===== src/rtl/gpio_pkg.sv =====
// Shared definitions for the GPIO register arbiter: FSM encoding, register
// word addresses, default bus width and the latched command record.
package gpio_pkg;

  localparam int GPIO_DATA_W = 32;

  localparam logic [1:0] ARB_IDLE   = 2'd0;
  localparam logic [1:0] ARB_ACCESS = 2'd1;
  localparam logic [1:0] ARB_WAIT   = 2'd2;
  localparam logic [1:0] ARB_RESP   = 2'd3;

  localparam logic [4:2] DATAREG  = 3'd0;
  localparam logic [4:2] TRISTATE = 3'd1;
  localparam logic [4:2] INT_MASK = 3'd2;
  localparam logic [4:2] PINSTATE = 3'd3;

  typedef struct packed {
    logic       r_wn;
    logic [4:2] addr;
    logic [3:0] wben;
  } reg_cmd_t;

  function automatic logic [1:0] port_onehot(input logic port);
    return port ? 2'b10 : 2'b01;
  endfunction

endpackage


===== src/rtl/gpio_reg_arbiter_if.sv =====
// Bus bundle between the two requester front-ends, the arbiter and the GPIO
// register block; slave is the arbiter's view, master the surrounding system.
interface gpio_reg_arbiter_if
  import gpio_pkg::*;
#(
  parameter int DATA_W = GPIO_DATA_W
);

  logic              req0,   req1;
  logic              r_wn0,  r_wn1;
  logic [4:2]        addr0,  addr1;
  logic [3:0]        wben0,  wben1;
  logic [DATA_W-1:0] wdata0, wdata1;
  logic              lock0,  lock1;
  logic              ack0,   ack1;
  logic [DATA_W-1:0] rdata0, rdata1;
  logic [1:0]        gnt;

  logic [4:2]        reg_addr;
  logic [3:0]        reg_wben;
  logic              reg_r_wn;
  logic [DATA_W-1:0] reg_wdata;
  logic [DATA_W-1:0] reg_rdata;

  modport slave (
    input  req0, req1, r_wn0, r_wn1, addr0, addr1, wben0, wben1,
           wdata0, wdata1, lock0, lock1, reg_rdata,
    output ack0, ack1, rdata0, rdata1, gnt,
           reg_addr, reg_wben, reg_r_wn, reg_wdata
  );

  modport master (
    output req0, req1, r_wn0, r_wn1, addr0, addr1, wben0, wben1,
           wdata0, wdata1, lock0, lock1, reg_rdata,
    input  ack0, ack1, rdata0, rdata1, gnt,
           reg_addr, reg_wben, reg_r_wn, reg_wdata
  );

endinterface


===== src/rtl/gpio_rr_pick.sv =====
// Combinational two-way winner selector: a pending lock hold beats round-robin,
// otherwise contention goes to the port that did not hold last_gnt.
module gpio_rr_pick
  import gpio_pkg::*;
(
  input  logic [1:0] req,
  input  logic       last_gnt,
  input  logic       lock_hold,
  input  logic       lock_owner,
  output logic [1:0] win
);

  always_comb begin
    win = 2'b00;
    if (lock_hold && req[lock_owner]) begin
      win = port_onehot(lock_owner);
    end else if (req == 2'b11) begin
      win = port_onehot(~last_gnt);
    end else if (req[0]) begin
      win = 2'b01;
    end else if (req[1]) begin
      win = 2'b10;
    end
  end

endmodule


===== src/rtl/gpio_reg_arbiter.sv =====
// Two-port round-robin arbiter and single-cycle access sequencer for the GPIO
// register block. Define GPIO_ARB_LOCK_EN to honour lock0/lock1 (bounded by LOCK_MAX).
module gpio_reg_arbiter
  import gpio_pkg::*;
#(
  parameter int DATA_W   = GPIO_DATA_W,
  parameter int RD_LAT   = 0,
  parameter int LOCK_MAX = 4
) (
  input  logic                clk,
  input  logic                reset,
  gpio_reg_arbiter_if.slave   bus
);

  if (RD_LAT < 0 || RD_LAT > 3) begin : g_rd_lat_chk
    $error("gpio_reg_arbiter: RD_LAT must be in 0..3");
  end

  localparam logic [1:0] WAIT_LOAD = 2'(RD_LAT > 0 ? RD_LAT - 1 : 0);

  logic [1:0]        state_q, state_d;
  logic [1:0]        gnt_q, gnt_d;
  logic              last_gnt_q, last_gnt_d;
  logic [4:2]        reg_addr_q, reg_addr_d;
  logic [3:0]        reg_wben_q, reg_wben_d;
  logic              reg_r_wn_q, reg_r_wn_d;
  logic [DATA_W-1:0] reg_wdata_q, reg_wdata_d;
  logic              ack0_q, ack0_d, ack1_q, ack1_d;
  logic [DATA_W-1:0] rdata0_q, rdata0_d, rdata1_q, rdata1_d;
  logic [1:0]        wait_cnt_q, wait_cnt_d;

  logic [1:0]        win;
  logic              lock_hold;
  logic              lock_owner;
  reg_cmd_t          sel_cmd;
  logic [DATA_W-1:0] sel_wdata;
  logic              finish;
  logic              capture;

  gpio_rr_pick u_pick (
    .req        ({bus.req1, bus.req0}),
    .last_gnt   (last_gnt_q),
    .lock_hold  (lock_hold),
    .lock_owner (lock_owner),
    .win        (win)
  );

`ifdef GPIO_ARB_LOCK_EN
  localparam int             CNT_W    = $clog2(LOCK_MAX + 1);
  localparam logic [CNT_W-1:0] LOCK_LIM = CNT_W'(LOCK_MAX);

  logic             lock_pend_q, lock_pend_d;
  logic             lock_owner_q, lock_owner_d;
  logic [CNT_W-1:0] lock_cnt_q, lock_cnt_d;

  assign lock_hold  = lock_pend_q && (lock_cnt_q < LOCK_LIM);
  assign lock_owner = lock_owner_q;

  // The lock request is sampled in RESP; the hold is consumed by the next grant.
  always_comb begin
    lock_pend_d  = lock_pend_q;
    lock_owner_d = lock_owner_q;
    lock_cnt_d   = lock_cnt_q;
    if (state_q == ARB_IDLE && win != 2'b00) begin
      lock_pend_d = 1'b0;
      if (lock_hold && win == port_onehot(lock_owner_q)) begin
        lock_cnt_d = lock_cnt_q + CNT_W'(1);
      end else begin
        lock_cnt_d = '0;
      end
    end else if (state_q == ARB_RESP) begin
      lock_pend_d  = gnt_q[1] ? bus.lock1 : bus.lock0;
      lock_owner_d = gnt_q[1];
    end
  end

  always_ff @(posedge clk or negedge reset) begin
    if (!reset) begin
      lock_pend_q  <= 1'b0;
      lock_owner_q <= 1'b0;
      lock_cnt_q   <= '0;
    end else begin
      lock_pend_q  <= lock_pend_d;
      lock_owner_q <= lock_owner_d;
      lock_cnt_q   <= lock_cnt_d;
    end
  end
`else
  localparam int unused_lock_max = LOCK_MAX;
  wire           unused_lock     = ^{bus.lock0, bus.lock1};

  assign lock_hold  = 1'b0;
  assign lock_owner = 1'b0;
`endif

  always_comb begin
    if (win[1]) begin
      sel_cmd   = '{r_wn: bus.r_wn1, addr: bus.addr1, wben: bus.wben1};
      sel_wdata = bus.wdata1;
    end else begin
      sel_cmd   = '{r_wn: bus.r_wn0, addr: bus.addr0, wben: bus.wben0};
      sel_wdata = bus.wdata0;
    end
  end

  // Main sequencer; reg_wben can only be nonzero while ACCESS is the next state.
  always_comb begin
    state_d     = state_q;
    gnt_d       = gnt_q;
    last_gnt_d  = last_gnt_q;
    reg_addr_d  = reg_addr_q;
    reg_wben_d  = reg_wben_q;
    reg_r_wn_d  = reg_r_wn_q;
    reg_wdata_d = reg_wdata_q;
    ack0_d      = 1'b0;
    ack1_d      = 1'b0;
    rdata0_d    = rdata0_q;
    rdata1_d    = rdata1_q;
    wait_cnt_d  = wait_cnt_q;
    finish      = 1'b0;
    capture     = 1'b0;

    case (state_q)
      ARB_IDLE: begin
        if (win != 2'b00) begin
          gnt_d       = win;
          reg_addr_d  = sel_cmd.addr;
          reg_r_wn_d  = sel_cmd.r_wn;
          reg_wben_d  = sel_cmd.r_wn ? 4'h0 : sel_cmd.wben;
          reg_wdata_d = sel_wdata;
          state_d     = ARB_ACCESS;
        end
      end
      ARB_ACCESS: begin
        reg_wben_d = 4'h0;
        if (!reg_r_wn_q) begin
          finish = 1'b1;
        end else if (RD_LAT == 0) begin
          capture = 1'b1;
          finish  = 1'b1;
        end else begin
          wait_cnt_d = WAIT_LOAD;
          state_d    = ARB_WAIT;
        end
      end
      ARB_WAIT: begin
        if (wait_cnt_q == 2'd0) begin
          capture = 1'b1;
          finish  = 1'b1;
        end else begin
          wait_cnt_d = wait_cnt_q - 2'd1;
        end
      end
      ARB_RESP: begin
        gnt_d      = 2'b00;
        last_gnt_d = ~last_gnt_q;
        state_d    = ARB_IDLE;
      end
      default: state_d = ARB_IDLE;
    endcase

    if (finish) begin
      state_d    = ARB_RESP;
      reg_r_wn_d = 1'b1;
      reg_wben_d = 4'h0;
      ack0_d     = gnt_q[0];
      ack1_d     = gnt_q[1];
    end
    if (capture) begin
      if (gnt_q[0]) rdata0_d = bus.reg_rdata;
      if (gnt_q[1]) rdata1_d = bus.reg_rdata;
    end
  end

  always_ff @(posedge clk or negedge reset) begin
    if (!reset) begin
      state_q     <= ARB_IDLE;
      gnt_q       <= 2'b00;
      last_gnt_q  <= 1'b1;
      reg_addr_q  <= '0;
      reg_wben_q  <= 4'h0;
      reg_r_wn_q  <= 1'b1;
      reg_wdata_q <= '0;
      ack0_q      <= 1'b0;
      ack1_q      <= 1'b0;
      rdata0_q    <= '0;
      rdata1_q    <= '0;
      wait_cnt_q  <= 2'd0;
    end else begin
      state_q     <= state_d;
      gnt_q       <= gnt_d;
      last_gnt_q  <= last_gnt_d;
      reg_addr_q  <= reg_addr_d;
      reg_wben_q  <= reg_wben_d;
      reg_r_wn_q  <= reg_r_wn_d;
      reg_wdata_q <= reg_wdata_d;
      ack0_q      <= ack0_d;
      ack1_q      <= ack1_d;
      rdata0_q    <= rdata0_d;
      rdata1_q    <= rdata1_d;
      wait_cnt_q  <= wait_cnt_d;
    end
  end

  assign bus.gnt       = gnt_q;
  assign bus.reg_addr  = reg_addr_q;
  assign bus.reg_wben  = reg_wben_q;
  assign bus.reg_r_wn  = reg_r_wn_q;
  assign bus.reg_wdata = reg_wdata_q;
  assign bus.ack0      = ack0_q;
  assign bus.ack1      = ack1_q;
  assign bus.rdata0    = rdata0_q;
  assign bus.rdata1    = rdata1_q;

endmodule


===== src/flat_wrapper.sv =====
// flat-port wrapper written by rule: the top's interface ports become plain ports
module gpio_reg_arbiter_flat import gpio_pkg::*;
#(
  parameter int DATA_W   = GPIO_DATA_W,
  parameter int RD_LAT   = 0,
  parameter int LOCK_MAX = 4
)
  (clk, reset, bus_req0, bus_req1, bus_r_wn0, bus_r_wn1, bus_addr0, bus_addr1, bus_wben0, bus_wben1, bus_wdata0, bus_wdata1, bus_lock0, bus_lock1, bus_reg_rdata, bus_ack0, bus_ack1, bus_rdata0, bus_rdata1, bus_gnt, bus_reg_addr, bus_reg_wben, bus_reg_r_wn, bus_reg_wdata);
  gpio_reg_arbiter_if #(.DATA_W(DATA_W)) bus_i ();
  input  logic clk;
  input  logic reset;
  input wire logic [$bits(bus_i.req0)-1:0] bus_req0;
  input wire logic [$bits(bus_i.req1)-1:0] bus_req1;
  input wire logic [$bits(bus_i.r_wn0)-1:0] bus_r_wn0;
  input wire logic [$bits(bus_i.r_wn1)-1:0] bus_r_wn1;
  input wire logic [$bits(bus_i.addr0)-1:0] bus_addr0;
  input wire logic [$bits(bus_i.addr1)-1:0] bus_addr1;
  input wire logic [$bits(bus_i.wben0)-1:0] bus_wben0;
  input wire logic [$bits(bus_i.wben1)-1:0] bus_wben1;
  input wire logic [$bits(bus_i.wdata0)-1:0] bus_wdata0;
  input wire logic [$bits(bus_i.wdata1)-1:0] bus_wdata1;
  input wire logic [$bits(bus_i.lock0)-1:0] bus_lock0;
  input wire logic [$bits(bus_i.lock1)-1:0] bus_lock1;
  input wire logic [$bits(bus_i.reg_rdata)-1:0] bus_reg_rdata;
  output wire logic [$bits(bus_i.ack0)-1:0] bus_ack0;
  output wire logic [$bits(bus_i.ack1)-1:0] bus_ack1;
  output wire logic [$bits(bus_i.rdata0)-1:0] bus_rdata0;
  output wire logic [$bits(bus_i.rdata1)-1:0] bus_rdata1;
  output wire logic [$bits(bus_i.gnt)-1:0] bus_gnt;
  output wire logic [$bits(bus_i.reg_addr)-1:0] bus_reg_addr;
  output wire logic [$bits(bus_i.reg_wben)-1:0] bus_reg_wben;
  output wire logic [$bits(bus_i.reg_r_wn)-1:0] bus_reg_r_wn;
  output wire logic [$bits(bus_i.reg_wdata)-1:0] bus_reg_wdata;
  assign bus_i.req0 = bus_req0;
  assign bus_i.req1 = bus_req1;
  assign bus_i.r_wn0 = bus_r_wn0;
  assign bus_i.r_wn1 = bus_r_wn1;
  assign bus_i.addr0 = bus_addr0;
  assign bus_i.addr1 = bus_addr1;
  assign bus_i.wben0 = bus_wben0;
  assign bus_i.wben1 = bus_wben1;
  assign bus_i.wdata0 = bus_wdata0;
  assign bus_i.wdata1 = bus_wdata1;
  assign bus_i.lock0 = bus_lock0;
  assign bus_i.lock1 = bus_lock1;
  assign bus_i.reg_rdata = bus_reg_rdata;
  assign bus_ack0 = bus_i.ack0;
  assign bus_ack1 = bus_i.ack1;
  assign bus_rdata0 = bus_i.rdata0;
  assign bus_rdata1 = bus_i.rdata1;
  assign bus_gnt = bus_i.gnt;
  assign bus_reg_addr = bus_i.reg_addr;
  assign bus_reg_wben = bus_i.reg_wben;
  assign bus_reg_r_wn = bus_i.reg_r_wn;
  assign bus_reg_wdata = bus_i.reg_wdata;
  gpio_reg_arbiter #(.DATA_W(DATA_W), .RD_LAT(RD_LAT), .LOCK_MAX(LOCK_MAX)) u_core (.clk(clk), .reset(reset), .bus(bus_i));
endmodule

===== config.mk =====
export PLATFORM = sky130hd
export DESIGN_NAME = gpio_reg_arbiter_flat
export DESIGN_NICKNAME = d
export VERILOG_FILES = /design/src/rtl/gpio_pkg.sv /design/src/rtl/gpio_reg_arbiter_if.sv /design/src/rtl/gpio_rr_pick.sv /design/src/rtl/gpio_reg_arbiter.sv /design/src/flat_wrapper.sv
export SDC_FILE = /design/constraint.sdc
export NUM_CORES = 1
export LEC_CHECK = 0
export CAP_MARGIN = 40
export CORE_UTILIZATION = 30
export CTS_CLUSTER_SIZE = 20
export DETAILED_ROUTE_END_ITERATION = 12
export MAX_ROUTING_LAYER = met4
export PLACE_DENSITY = 0.73
export SLEW_MARGIN = 20
export SYNTH_ARGS = -nofsm -noshare
export SYNTH_HDL_FRONTEND = slang
export SYNTH_SLANG_ARGS = --single-unit

===== constraint.sdc =====
create_clock -name clk -period 1.7 [get_ports clk]
set_input_delay 0.17 -clock clk [delete_from_list [all_inputs] [get_ports clk]]
set_output_delay 0.17 -clock clk [all_outputs]
set_load 0.01 [all_outputs]

* After elaboration in Yosys (flattened, before gate mapping)
Index checks and enable logic that the tools add are counted.
** Word-level totals
- Flip-flop bits (word level) :: 113
- Logic and storage cells :: 61
- Input bits :: 118
** Cells by class
- Add/sub/neg operators :: 1
- Multiplexer cells :: 24
- Bitwise logic cells :: 2
- Reduce and logical (&&, ||, !) cells :: 16
- Equal/unequal tests :: 6
** Operators by type and width (count)
- $mux 32 :: 1
- $reduce_and 2->1 :: 8
- $mux 2 :: 7
- $mux 4 :: 3
- $mux 8 :: 1
- $pmux 2 s2 :: 2
- $pmux 4 s2 :: 1
- $reduce_bool 2->1 :: 4
- $mux 1 :: 7
- $eq 2x2->1 const B :: 3
- $reduce_bool 3->1 :: 2
- $logic_not 2->1 :: 2
- $pmux 1 s2 :: 2
- $ne 3x1->1 const B :: 1
- $eq 2x1->1 const B :: 1
- $ne 2x1->1 const B :: 1
- $not 1->1 :: 2
- $sub 2x1->2 const B :: 1

* Longest topological paths before layout
Gate-level depths: netlist of the first run.
- Depth after elaboration :: 8
- Depth in mapped cells :: 7
- Gate-level depth less buffers :: 5

* Modules after synthesis
From an unflattened synthesis of the first run, not the netlist that was laid out.
** Second synthesis, totals
- Cell total of the unflattened synthesis :: 359
- Area, all modules :: 4834.6 µm²
** Modules (own cells, without submodules)
- gpio_reg_arbiter :: cells each 354, area an instance 4804.6 µm², sequential area each 2830.2 µm², times used 1
- gpio_rr_pick :: cells each 5, area an instance 30.0 µm², sequential area each 0.0 µm², times used 1

* Worst setup path after synthesis of the first run
Ideal clock, no wire load.
- Path type :: reg-to-reg
- Start point :: register u_core.state_q[0]
- End point :: register u_core.rdata1_q[0] (netlist: u_core.bus.rdata1[0])
- Arrival :: 1.587 ns
- Slack :: -0.011 ns
- Required time :: 1.575 ns
- Cell stages (with the launch flop) :: 7
- Buffers on the path :: 1
- Clock period less this slack :: 1.711 ns
- Cells stage by stage :: dfrtp_1 > inv_1 > ha_1 > a22o_1 > nand3_1 > buf_4 > mux2_2
** On the way
- Word-level cells in the longest chain between the ends :: 3
** Ends and longest elaborated chain
- start: declaration :: RTL line gpio_reg_arbiter.sv:21 : logic [1:0] state_q, state_d;
- start signal: assignment :: RTL line gpio_reg_arbiter.sv:190 : state_q <= state_d;
- $eq 2x2->1 / $eq 2x1->1 (equally long branches) :: RTL line gpio_reg_arbiter.sv:123 : case (state_q)
- $pmux 1 s2 * :: RTL line gpio_reg_arbiter.sv:123
- $reduce_and 2->1 (no line) *
- end signal: assignment :: RTL line gpio_reg_arbiter.sv:200 : rdata1_q <= rdata1_d;
- end: declaration :: RTL line gpio_reg_arbiter.sv:29 : logic [DATA_W-1:0] rdata0_q, rdata0_d, rdata1_q, rdata1_d;
Every way passes the cells marked *; elsewhere a longest branch is shown, timed or not.
A chain may end at the register's enable or synchronous reset.

* Worst setup path in the final report of the first run
- Start point :: register u_core.state_q[0]
- End point :: register u_core.rdata1_q[28] (netlist: u_core.bus.rdata1[28])
Same word-level chain as after synthesis.

==> flow_summary.toml, run 1 <==
[cts]
numClockSinks = 113
cts_tree = "done"
clk_latency_ns = 0.40
clockRootBuffer = "clkbuf_16"
cts_buffers = 17
clockBufferDepth = 2
cts_max_level = 4
path_clk_slew_ns = 0.05

[setup_path]
cp-end-kind = "register"
cp.arrival_ns = 2.00
worstPathCellList = "inv_4 > ha_4 > a22o_4 > nand3_4 > buf_12 > mux2_2"
crit_path_start_kind = "register"
slowest_delay_ns = 0.42
crit_required_ns = 1.98
path_class = "reg2reg"
crit_slowest_cell = "dfrtp_2"
critical_path.top_delay_family = "flip-flops"
path_max_fanout = 16
path_buf_inv = 2

[timing]
grt_setup_unrepaired = "true"
finalHoldViolCount = 0
fin_crit_sh_pct = 101.2
final-setup-viol-count = 9
slew_headroom_pct = 60.54
fmax_mhz = 581.5
tightest_slew_ns = 0.5919
maxSlewViolCount = 0
skew_ns = 0.01113
final.min_clock_period_ns = 1.720
setup_ws_ns = -0.01958
final.setup.tns_ns = -0.07481

[power_and_ir_drop]
leakage_uw = 0.003882
p_per_area_mw_per_mm2 = 1795
peakVddDrop_uv = 722.1
finalPower_uw = 15160

[yosys]
yosysMostFrequentCell = "dfrtp_1"
synth_area_leaders = "dfrtp_1, mux2_2, mux2i_1"
synth-seq-area-share_pct = 59.06
synth_nets = 489
synth_warnings = 0
synth_top_area_share_pct = 57.96
async_flop_share_pct = 100.0
avgSynthCellArea_um2 = 13.13
netlist_area_mm2 = 0.004792
synthTopCellsByCount = "dfrtp_1, mux2_2, mux2i_1, nand2_1, o21ai_0"
synth_top_area_cell = "dfrtp_1"
yosys_register_bits = 113
synth_flop_cell = "dfrtp_1"
synth_edf_count = 0
yosysUniqueCellTypes = 32
netlist_instances = 365

[route]
vias = 3753
drt.antenna.violating_nets = 0
routed_wl_mm = 13.29
routed_via_density = 4.489
wl_per_cell_um = 15.89
drtIter0Drc = 109
drt_pre_antenna_iters = 4
route.detailed.drc = 0

[die]
die_y_um = 128.4
io_pins = 226
dieArea_mm2 = 0.01648
initial_core_util_pct = 31.18
rows = 45
core_mm2 = 0.01537
die-width_um = 128.4

[global_routing]
antenna_found_initial = 0
grt_pass1_wl_mm = 20.97
overflow = 0
grt_usage_pct = 17.19
grt_pass1_vias = 4155
grt_max_degree = 111

[layout]
antenna_cells = 0
final_layout_size_suffix_gt1_share_pct = 22.88
nets = 736
layout-area-overhead-vs-synth_pct = 76.16
final_cell_area_mm2 = 0.008442
postLayoutCoreUtil_pct = 54.92

[placement]
place_ws_ns = -0.09139
placed_cell_area_mm2 = 0.007345
dp_hpwl_mm = 8.470
place_congestion = 0.7734
portBuffers = 223

[worst_hold_path]
hold_path_class = "in2async"

[run_status]
outcome = "complete, but fails checks"
violations = "setup timing"

[job]
max_cap_viol_count = 0
cells in the final DEF, fill, tap and decap left out, types with 2 or more instances in the layout:
cell	n
bufinv_16	2
nand2b_1	10
o21ai_0	38
clkinvlp_4	2
ha_1	2
nor2b_1	2
dfrtp_1	107
inv_4	2
and3_1	2
mux2_4	56
ha_4	3
buf_4	14
buf_16	3
dfrtp_2	4
mux2i_1	39
buf_6	2
clkbuf_16	18
nand3_4	2
clkinv_2	3
inv_1	2
clkbuf_8	7
clkdlybuf4s50_1	221
a21oi_1	4
dfstp_2	2
nand2_1	39
a22o_1	4
buf_12	5
mux2_2	9
state kept, by name, summed over array words and instances, names as in the netlist:
signal,flops
u_core.bus.rdata1,32
u_core.state_q,2
u_core.bus.ack0,1
u_core.bus.ack1,1
u_core.bus.gnt,2
u_core.bus.reg_wben,4
u_core.bus.rdata0,32
u_core.bus.reg_wdata,32
u_core.bus.reg_r_wn,1
u_core.last_gnt_q,1
u_core.wait_cnt_q,2
u_core.bus.reg_addr,3
through the flow:
stage               hold slack, ns  instances
global route               0.08515        836
detailed placement        -0.02522        793
finish                      0.1031        836
CTS                        0.07892        836
global placement          -0.02613        793
floorplan                  -0.1256        365
kinds of logic after synthesis:
group                    after synthesis  share of synthesized area, %
flip-flops                           113                         59.06
AO/OA/AOI/OAI                         56                         6.945
buffers and inverters                 24                         2.820
XOR/XNOR                               2                        0.3656
AND/OR/NAND/NOR                       60                         5.822
adder cells (fa/ha/maj)                6                         1.567
multiplexers                         104                         23.42
report_power, final:
part / total (µW) / leakage, µW / internal, µW / switching [µW]
Combinational: 6760 / 0.00222 / 4230 / 2530
Sequential: 4780 / 0.00136 / 4000 / 777
Clock: 3620 / 0.000304 / 2420 / 1200
layout make-up:
| class | instances | area, µm² |
|---|---|---|
| fill | 1275 | 6929 |
| sequential | 113 | 2835 |
| timing repair buffer | 248 | 2566 |
| multi-input combinational | 228 | 2136 |
| clock buffer | 24 | 521.8 |
| tap | 211 | 264.0 |
| clock inverter | 8 | 98.84 |
| inverter | 4 | 20.02 |
what timing repair did:
item,4_1_cts,5_1_grt
hold buffers,1,0
pin swaps,3,1
buffers inserted,7,1
gates cloned,4,1
gates resized for setup,67,18
endpoints found under the hold margin,111,0
setup endpoints to repair,64,71
layer usage:
layer | vias to the layer above | global-route usage, % | wire length (µm)
li1 | 1782 | - | -
met5 | - | - | 0
met1 | 1789 | 19.64 | 5634
met4 | 0 | 7.820 | 257
met2 | 162 | 28.81 | 6628
met3 | 20 | 3.825 | 768
worst paths after layout:
kind | startpoint | to | slack (ns) | cells past startpoint
max in group asynchronous | reset | u_core.bus.gnt[1] | 0.79 | 3
min | reset | u_core.bus.reg_wdata[19] | 0.10 | 2
min reg2reg | u_core.bus.reg_wdata[24] | u_core.bus.reg_wdata[24] | 0.48 | 2
max | u_core.state_q[0] | u_core.bus.rdata1[28] | -0.02 | 6
max reg2reg | u_core.state_q[0] | u_core.bus.rdata1[28] | -0.02 | 6
min in group clk | bus_wdata1[23] | u_core.bus.reg_wdata[23] | 0.40 | 3
Note: power is estimated with default switching activity, not from simulation.
==> run 2: changes to the inputs <==
--- a/config.mk
+++ b/config.mk
@@ -7,6 +7,7 @@
 export LEC_CHECK = 0
 export CAP_MARGIN = 40
 export CORE_UTILIZATION = 30
+export CTS_CLUSTER_DIAMETER = 100
 export CTS_CLUSTER_SIZE = 20
 export DETAILED_ROUTE_END_ITERATION = 12
 export MAX_ROUTING_LAYER = met4
==> results of run 2 <==
Same layout as run 1: the final DEF is identical, and so are final timing and power.
==> run 3: changes to the inputs <==
--- a/config.mk
+++ b/config.mk
@@ -6,12 +6,13 @@
 export NUM_CORES = 1
 export LEC_CHECK = 0
 export CAP_MARGIN = 40
+export CORE_ASPECT_RATIO = 0.6
 export CORE_UTILIZATION = 30
 export CTS_CLUSTER_DIAMETER = 100
 export CTS_CLUSTER_SIZE = 20
 export DETAILED_ROUTE_END_ITERATION = 12
 export MAX_ROUTING_LAYER = met4
-export PLACE_DENSITY = 0.73
+export PLACE_DENSITY = 0.71
 export SLEW_MARGIN = 20
 export SYNTH_ARGS = -nofsm -noshare
 export SYNTH_HDL_FRONTEND = slang
==> constraint.sdc (replaced) <==
create_clock -name clk -period 2.05 [get_ports clk]
set_input_delay 0.205 -clock clk [delete_from_list [all_inputs] [get_ports clk]]
set_output_delay 0.205 -clock clk [all_outputs]
set_load 0.01 [all_outputs]
==> flow_summary.toml, run 3 (synthesized netlist as in run 1, its figures left out) <==
[run_status]
outcome = "completed"

[power_and_ir_drop]
p_per_area_mw_per_mm2 = 1466
peakVddDrop_uv = 735.5
p_clk_share_pct = 24.6
p_sw_uw = 3590
seqPwrFrac_pct = 33.4
leakage_uw = 0.003472
power_frac_comb_pct = 42.0
intPower_uw = 8048
switching_share_pct = 30.85

[route]
routed_wl_mm = 12.41
wl_per_cell_um = 15.22
routed_via_density = 4.474
route.detailed.drc = 0
vias = 3646
drt.antenna.violating_nets = 0
drt_pre_antenna_iters = 4
drtIter0Drc = 132

[cts]
clk_latency_ns = 0.40
numClockSinks = 113
post_cts_buffers = 0
cts_buffers = 17
clockBufferDepth = 2
path_clk_slew_ns = 0.06
clockRootBuffer = "clkbuf_16"
cts_max_level = 4
cts_tree = "done"

[die]
core_mm2 = 0.01546
die_y_um = 99.90
io_pins = 226
die-width_um = 165.2
dieArea_mm2 = 0.01650
initial_core_util_pct = 31.00
rows = 35

[setup_path]
cp-end-kind = "register"
path_max_fanout = 32
path_class = "reg2reg"
cp.arrival_ns = 2.14
crit_path_start_kind = "register"
crit_required_ns = 2.32
reg2reg_depth = 6

[timing]
fmax_mhz = 535.7
maxSlewViolCount = 0
slew_headroom_pct = 67.72
grt_setup_unrepaired = "false"
skew_ns = 0.01001
holdWs_ns = 0.2915
tightest_slew_ns = 0.4843
finalHoldViolCount = 0
final-setup-viol-count = 0
fin_crit_sh_pct = 91.05
final.min_clock_period_ns = 1.867
final.setup.tns_ns = 0

[global_routing]
overflow = 0
antenna_found_initial = 0
grt_pass1_wl_mm = 19.93
grt_pass1_vias = 3961
grt_max_degree = 49
grt_usage_pct = 16.10

[placement]
portBuffers = 223
place_congestion = 0.8010
placed_cells = 782
dp_hpwl_mm = 9.152

[layout]
nets = 723
fill_cells = 1342
layout_commonest_cell = "clkdlybuf4s50_1"
layout-area-overhead-vs-synth_pct = 65.69
final_layout_size_suffix_gt1_share_pct = 19.28
antenna_cells = 0
instances_no_fill = 815
layout_common_cells = "clkdlybuf4s50_1, dfrtp_1, mux2_2"

[worst_hold_path]
hold_path_class = "in2async"

[job]
max_cap_viol_count = 0
[run 3: final cells by class]
class	count	area, µm²	area share, %
clock inverters	15	157.7	1.985
clock buffers	17	425.4	5.358
inverters	4	15.01	0.1891
well taps	203	254.0	3.199
repair buffers	235	2410	30.35
multi-input cells	228	1848	23.27
flip-flops and latches	113	2830	35.64
[run 3: stage by stage]
stage	worst slack [ns]	total power (µW)	cell area (µm²)	util, %
4_1_cts	0.1789	11830	7940	51.36
5_1_grt	0.09029	12350	7940	51.36
6_report	0.1834	11640	7940	51.36
3_3_place_gp	0.2461	8689	7347	47.53
2_1_floorplan	0.3387	5941	4792	-
3_5_place_dp	0.1918	8840	7347	47.53
[run 3: power by group through the flow]
stage	registers [µW]	logic, µW	clock network, µW
2_1_floorplan	4330	1610	0
3_3_place_gp	3840	4850	0
3_5_place_dp	3910	4930	0
4_1_cts	3890	4960	2980
5_1_grt	4030	5260	3060
6_report	3880	4890	2870
[run 3: timing repair]
item	CTS	global route
gates resized for setup	0	0
hold endpoints to repair	30	0
hold buffers	1	0
[run 3: layer usage]
metal	part of all wire, %	vias up	track usage (%)
li1	-	1749	-
met1	44	1794	19.66
met2	49	97	26.01
met3	6.0	6	4.463
met4	0.69	0	4.728
met5	0	-	-
[run 3: worst paths after layout]
check	startpoint	endpoint	slack [ns]
max	u_core.state_q[0]	u_core.bus.rdata1[27]	0.18
min	reset	u_core.bus.reg_wdata[7]	0.29
max reg2reg	u_core.state_q[0]	u_core.bus.rdata1[27]	0.18
min reg2reg	u_core.bus.reg_wdata[31]	u_core.bus.reg_wdata[31]	0.48
max in group asynchronous	reset	u_core.bus.rdata0[3]	1.07
min in group clk	bus_wdata1[26]	u_core.bus.reg_wdata[26]	0.44
[run 3: critical path, stage by stage, from the launching register on]
cell,delay [ns]
dfrtp_1,0.40
inv_1,0.10
ha_1,0.26
a22o_1,0.28
nand3_2,0.10
buf_12,0.22
mux2_2,0.37
